<file path="src/rtl/alu_dec_stage.sv">
// alu_dec_stage: registered ALU decoder with valid/ready flow control.
// Decodes op/funct into a 5-bit ALU code and holds it in one pipeline slot.
// Ports: clk, resetn (async, active-low); in_valid/in_ready/in_op/in_funct
// upstream; flush squash; out_valid/out_ready/out_alucontrol/out_hilo/
// out_illegal downstream; md_busy = HI/LO busy counter non-zero.
// Optional macro ALUDEC_ILLEGAL_EN: flag unrecognised encodings on out_illegal.
module alu_dec_stage #(
   parameter int MUL_CYCLES = 4,
   parameter int DIV_CYCLES = 32,
   parameter int CNT_W =
      $clog2(((MUL_CYCLES > DIV_CYCLES) ? MUL_CYCLES : DIV_CYCLES) + 1)
) (
   input  logic       clk,
   input  logic       resetn,
   input  logic       in_valid,
   output logic       in_ready,
   input  logic [5:0] in_op,
   input  logic [5:0] in_funct,
   input  logic       flush,
   output logic       out_valid,
   input  logic       out_ready,
   output logic [4:0] out_alucontrol,
   output logic       out_hilo,
   output logic       out_illegal,
   output logic       md_busy
);

   localparam logic [4:0] ALU_DONOTHING = 5'd0;
   localparam logic [4:0] ALU_AND   = 5'd1;
   localparam logic [4:0] ALU_OR    = 5'd2;
   localparam logic [4:0] ALU_XOR   = 5'd3;
   localparam logic [4:0] ALU_NOR   = 5'd4;
   localparam logic [4:0] ALU_SLL   = 5'd5;
   localparam logic [4:0] ALU_SRL   = 5'd6;
   localparam logic [4:0] ALU_SRA   = 5'd7;
   localparam logic [4:0] ALU_SLLV  = 5'd8;
   localparam logic [4:0] ALU_SRLV  = 5'd9;
   localparam logic [4:0] ALU_SRAV  = 5'd10;
   localparam logic [4:0] ALU_MFHI  = 5'd11;
   localparam logic [4:0] ALU_MFLO  = 5'd12;
   localparam logic [4:0] ALU_MTHI  = 5'd13;
   localparam logic [4:0] ALU_MTLO  = 5'd14;
   localparam logic [4:0] ALU_ADD   = 5'd15;
   localparam logic [4:0] ALU_ADDU  = 5'd16;
   localparam logic [4:0] ALU_SUB   = 5'd17;
   localparam logic [4:0] ALU_SUBU  = 5'd18;
   localparam logic [4:0] ALU_SLT   = 5'd19;
   localparam logic [4:0] ALU_SLTU  = 5'd20;
   localparam logic [4:0] ALU_DIV   = 5'd21;
   localparam logic [4:0] ALU_DIVU  = 5'd22;
   localparam logic [4:0] ALU_MULT  = 5'd23;
   localparam logic [4:0] ALU_MULTU = 5'd24;
   localparam logic [4:0] ALU_LUI   = 5'd25;

   localparam logic [CNT_W-1:0] MUL_LD = CNT_W'(MUL_CYCLES);
   localparam logic [CNT_W-1:0] DIV_LD = CNT_W'(DIV_CYCLES);

   logic [4:0]       w_code;
   logic             w_hilo;
   logic             w_mul;
   logic             w_div;
   logic             w_stall;
   logic             w_accept;
   logic             r_valid;
   logic [4:0]       r_code;
   logic             r_hilo;
   logic [CNT_W-1:0] r_cnt;

   always_comb begin
      w_code = ALU_DONOTHING;
      if (in_op == 6'b000000) begin
         case (in_funct)
            6'b000000: w_code = ALU_SLL;
            6'b000010: w_code = ALU_SRL;
            6'b000011: w_code = ALU_SRA;
            6'b000100: w_code = ALU_SLLV;
            6'b000110: w_code = ALU_SRLV;
            6'b000111: w_code = ALU_SRAV;
            6'b010000: w_code = ALU_MFHI;
            6'b010001: w_code = ALU_MTHI;
            6'b010010: w_code = ALU_MFLO;
            6'b010011: w_code = ALU_MTLO;
            6'b011000: w_code = ALU_MULT;
            6'b011001: w_code = ALU_MULTU;
            6'b011010: w_code = ALU_DIV;
            6'b011011: w_code = ALU_DIVU;
            6'b100000: w_code = ALU_ADD;
            6'b100001: w_code = ALU_ADDU;
            6'b100010: w_code = ALU_SUB;
            6'b100011: w_code = ALU_SUBU;
            6'b100100: w_code = ALU_AND;
            6'b100101: w_code = ALU_OR;
            6'b100110: w_code = ALU_XOR;
            6'b100111: w_code = ALU_NOR;
            6'b101010: w_code = ALU_SLT;
            6'b101011: w_code = ALU_SLTU;
            default:   w_code = ALU_DONOTHING;
         endcase
      end else begin
         case (in_op)
            6'b001000: w_code = ALU_ADD;
            6'b001001: w_code = ALU_ADDU;
            6'b001010: w_code = ALU_SLT;
            6'b001011: w_code = ALU_SLTU;
            6'b001100: w_code = ALU_AND;
            6'b001101: w_code = ALU_OR;
            6'b001110: w_code = ALU_XOR;
            6'b001111: w_code = ALU_LUI;
            default:   w_code = ALU_DONOTHING;
         endcase
      end
   end

   assign w_mul  = (w_code == ALU_MULT) || (w_code == ALU_MULTU);
   assign w_div  = (w_code == ALU_DIV)  || (w_code == ALU_DIVU);
   assign w_hilo = w_mul || w_div ||
                   (w_code == ALU_MFHI) || (w_code == ALU_MFLO) ||
                   (w_code == ALU_MTHI) || (w_code == ALU_MTLO);

   assign md_busy  = (r_cnt != '0);
   // A MULT/DIV arriving while busy is also stalled, so a running
   // counter is never reloaded.
   assign w_stall  = w_hilo && md_busy;
   assign in_ready = resetn && !flush && !w_stall &&
                     (!r_valid || out_ready);
   assign w_accept = in_valid && in_ready;

   always_ff @(posedge clk or negedge resetn) begin
      if (!resetn) begin
         r_valid <= 1'b0;
         r_code  <= ALU_DONOTHING;
         r_hilo  <= 1'b0;
      end else if (flush) begin
         r_valid <= 1'b0;
      end else if (w_accept) begin
         r_valid <= 1'b1;
         r_code  <= w_code;
         r_hilo  <= w_hilo;
      end else if (r_valid && out_ready) begin
         r_valid <= 1'b0;
      end
   end

   always_ff @(posedge clk or negedge resetn) begin
      if (!resetn) begin
         r_cnt <= '0;
      end else if (flush) begin
         r_cnt <= '0;
      end else if (w_accept && w_mul) begin
         r_cnt <= MUL_LD;
      end else if (w_accept && w_div) begin
         r_cnt <= DIV_LD;
      end else if (r_cnt != '0) begin
         r_cnt <= r_cnt - 1'b1;
      end
   end

`ifdef ALUDEC_ILLEGAL_EN
   logic w_unknown;
   logic r_illegal;

   // Every recognised encoding maps to a code other than DONOTHING.
   assign w_unknown = (w_code == ALU_DONOTHING);

   always_ff @(posedge clk or negedge resetn) begin
      if (!resetn) begin
         r_illegal <= 1'b0;
      end else if (!flush && w_accept) begin
         r_illegal <= w_unknown;
      end
   end

   assign out_illegal = r_illegal;
`else
   assign out_illegal = 1'b0;
`endif

   assign out_valid      = r_valid;
   assign out_alucontrol = r_code;
   assign out_hilo       = r_hilo;

endmodule

</file>
<file path="config.mk">
export PLATFORM = sky130hd
export DESIGN_NAME = alu_dec_stage
export DESIGN_NICKNAME = d
export VERILOG_FILES = /design/src/rtl/alu_dec_stage.sv
export SDC_FILE = /design/constraint.sdc
export NUM_CORES = 1
export LEC_CHECK = 0
export CORE_UTILIZATION = 53
export CTS_BUF_LIST = sky130_fd_sc_hd__clkbuf_2
export DETAILED_ROUTE_END_ITERATION = 12
export PLACE_DENSITY = 0.93
export SLEW_MARGIN = 5
export SYNTH_ARGS = -nofsm -noshare
export SYNTH_HDL_FRONTEND = slang
export SYNTH_SLANG_ARGS = --single-unit
</file>
<file path="constraint.sdc">
create_clock -name clk -period 2.97 [get_ports clk]
set_input_delay 0.4455 -clock clk [delete_from_list [all_inputs] [get_ports clk]]
set_output_delay 0.4455 -clock clk [all_outputs]
set_load 0.01 [all_outputs]
</file>
==> results.yml <==
status:
  status: "finished, violations left"
  failed_checks: "negative setup slack"
synth:
  ys_seq_area_share_pct: 24.8
  netlist_area_um2: 1310
  yosysWarningCount: 0
  synth_fp_nets: 181
  ys.flop_type: "dfrtp_1"
  netlist.area_leader.share_pct: 24.8
  ys_ff_latch: 13
  synthCells: 153
  yosysTopAreaCell: "dfrtp_1"
  async_reset_ff_share_pct: 100
  avgSynthCellArea_um2: 8.59
  synth.distinct_cells: 49
  synth_top_cells_by_area: "dfrtp_1, ha_1, mux2_4"
  synth-edff-count: 0
power_and_ir_drop:
  powerDensity_nw_per_um2: 409
  worst_ir_drop_vdd_v: 0.000415
  leakage_nw: 0.975
finish:
  fin_util_pct: 91.9
  layout_commonest_cell: "buf_4"
  design.final.nets: 251
  final_area_um2: 2090
  antennaDiodeCount: 0
  layout_common_cells: "buf_4, nor2_1, dfrtp_1"
  syn2layout_area_growth_pct: 59.1
  drive_gt1_share_pct: 43.2
drt:
  antenna_left: 0
  drc: 0
  vias_per_cell: 6.88
  drt-total-wl_um: 6020
  first_pass_iters: 5
  drt_iter0_markers: 119
  routedWlPerCell_um: 24.1
  dr_total_vias: 1719
timing:
  finalSetupTns_ns: -0.103
  min_period_over_period_pct: 103
  layout_setup_ws_ns: -0.103
  fmax_mhz: 325
  finalHoldViolations: 0
  fin_crit_ns: 3.07
  setup_viol: 1
  finalMaxSlewViolations: 0
  skew_ns: 0.0155
floorplanning:
  dieArea_um2: 2680
  rows: 17
  die_h_um: 51.8
  coreArea_um2: 2280
  die_x_um: 51.8
  initial_core_util_pct: 57.7
  ioPinCount: 27
setup_path:
  critPathArrivalTime_ns: 2.63
  rr_worst_depth: 9
  cp_max_fo: 5
  critPathRequiredTime_ns: 2.52
  cp-start-kind: "input pin"
  critPathSlowestCell: "o32ai_4"
  reg2reg_to: "r_cnt[5]"
  r2r_setup_slack_ns: 0.45
  crit-reg2reg-launch: "r_cnt[0]"
  crit_family: "compound AO/OA/AOI/OAI gates"
  cp-end-kind: "output port"
  crit_buf_inv: 3
  path_class: "in2out"
  crit_path_max_incr_delay_ns: 0.33
  crit_chain: "dlygate4sd2_1 -> nand2b_1 -> o21ai_0 -> a21oi_1 -> o32ai_4 -> buf_6 -> mux2i_4 -> a21oi_2 -> o21a_1 -> buf_2"
clock_network:
  clk-insertion-delay-late_ns: 0.31
  htree_levels: 1
  cts_tree: "built"
  clock-root-buffer: "clkbuf_2"
  ctsHoldBuffers: 0
  clock_sinks: 13
  clockBufferDepth: 2
  numCtsBuffers: 3
  clk_pin_slew_ns: 0.15
global_routing:
  grt_overflow: 0
  grt_most_used_layer: "met2"
  grt_start_max_net_pins: 15
  use_met2_pct: 69.5
  grt_util_met1_pct: 43.6
  track_usage_pct: 39.8
  antenna_found_initial: 0
  grt_pass1_wl_um: 7620
  use_met3_pct: 9.06
  grt_pass1_vias: 1606
run:
  drv_cap: 0
place:
  gp_congestion: 0.908
  dp_slack_ns: -0.698
  placed_cell_area_um2: 1790
  io_buffer_count: 25
  hpwl_um: 2770
hold_path:
  min_path_type: "in2async"
## power by group
group          internal, mW  leakage, nW  total, mW  switching (mW)
Clock                0.0356       0.0166      0.105          0.0691
Sequential            0.216        0.175      0.251          0.0353
Combinational         0.213        0.783      0.500           0.287
Total                 0.464        0.975      0.856           0.392
## cell type report
type / instances / area (um2)
Multi-Input combinational cell: 124 / 1060
Timing Repair Buffer: 72 / 611
Sequential cell: 13 / 325
Fill cell: 81 / 185
Inverter: 9 / 38.8
Tap cell: 28 / 35.0
Clock buffer: 4 / 20.0
## stage by stage
step | total power, mW | hold slack (ns) | std cells
3_5_place_dp | 0.661 | 0.497 | 228
4_1_cts | 0.769 | 0.495 | 243
3_3_place_gp | 0.630 | 0.495 | 228
2_1_floorplan | 0.506 | 0.150 | 153
6_report | 0.856 | 0.458 | 250
5_1_grt | 0.889 | 0.462 | 250
## state kept, by name (all words and copies together), names as in the netlist
register,count
out_alucontrol,5
out_hilo,1
out_valid,1
r_cnt,6
## timing repair
item / 4_1_cts / 5_1_grt
cloned: 0 / 1
buffers inserted: 11 / 6
pin swaps: 10 / 18
endpoints found under the setup margin: 7 / 6
gates resized for setup: 40 / 32
## metal layers
metal,vias up,routed length [um]
met5,-,0
met4,0,573
met3,75,776
met2,184,2670
met1,764,1990
li1,696,-
## worst max path at each step
stage	start	endpoint	depth (start not counted)
3_5_place_dp	in_op[1]	in_ready	11
4_1_cts	in_funct[5]	in_ready	11
6_report	in_funct[4]	in_ready	10
5_1_grt	in_funct[4]	in_ready	10
3_3_place_gp	in_op[0]	in_ready	11
2_1_floorplan	in_op[0]	out_alucontrol[0]	10
## synth_stat cells (4+ instances only)
cell and n:
ha_1 11, nor3_1 7, nand3_1 4, nand2_1 11
nand3b_1 4, o21ai_1 4, nor2_1 14, dfrtp_1 13
a21oi_1 12, mux2_4 5, inv_1 8, nand2b_1 6
## cell families (layout without fill, tap and decap cells)
kind of cell | after synthesis | in the layout | share of synthesized area, %
DFF | 13 | 13 | 24.8
adders and majority gates | 11 | 11 | 10.5
other | 1 | 1 | 0.285
xor gates and xnor gates | 3 | 3 | 2.00
buffers and inverters | 16 | 85 | 5.62
muxes | 9 | 9 | 8.86
and+or+nand+nor | 62 | 62 | 25.8
AOI/OAI and AO/OA | 38 | 38 | 22.2
No activity file was read; power rests on OpenSTA's default activity.
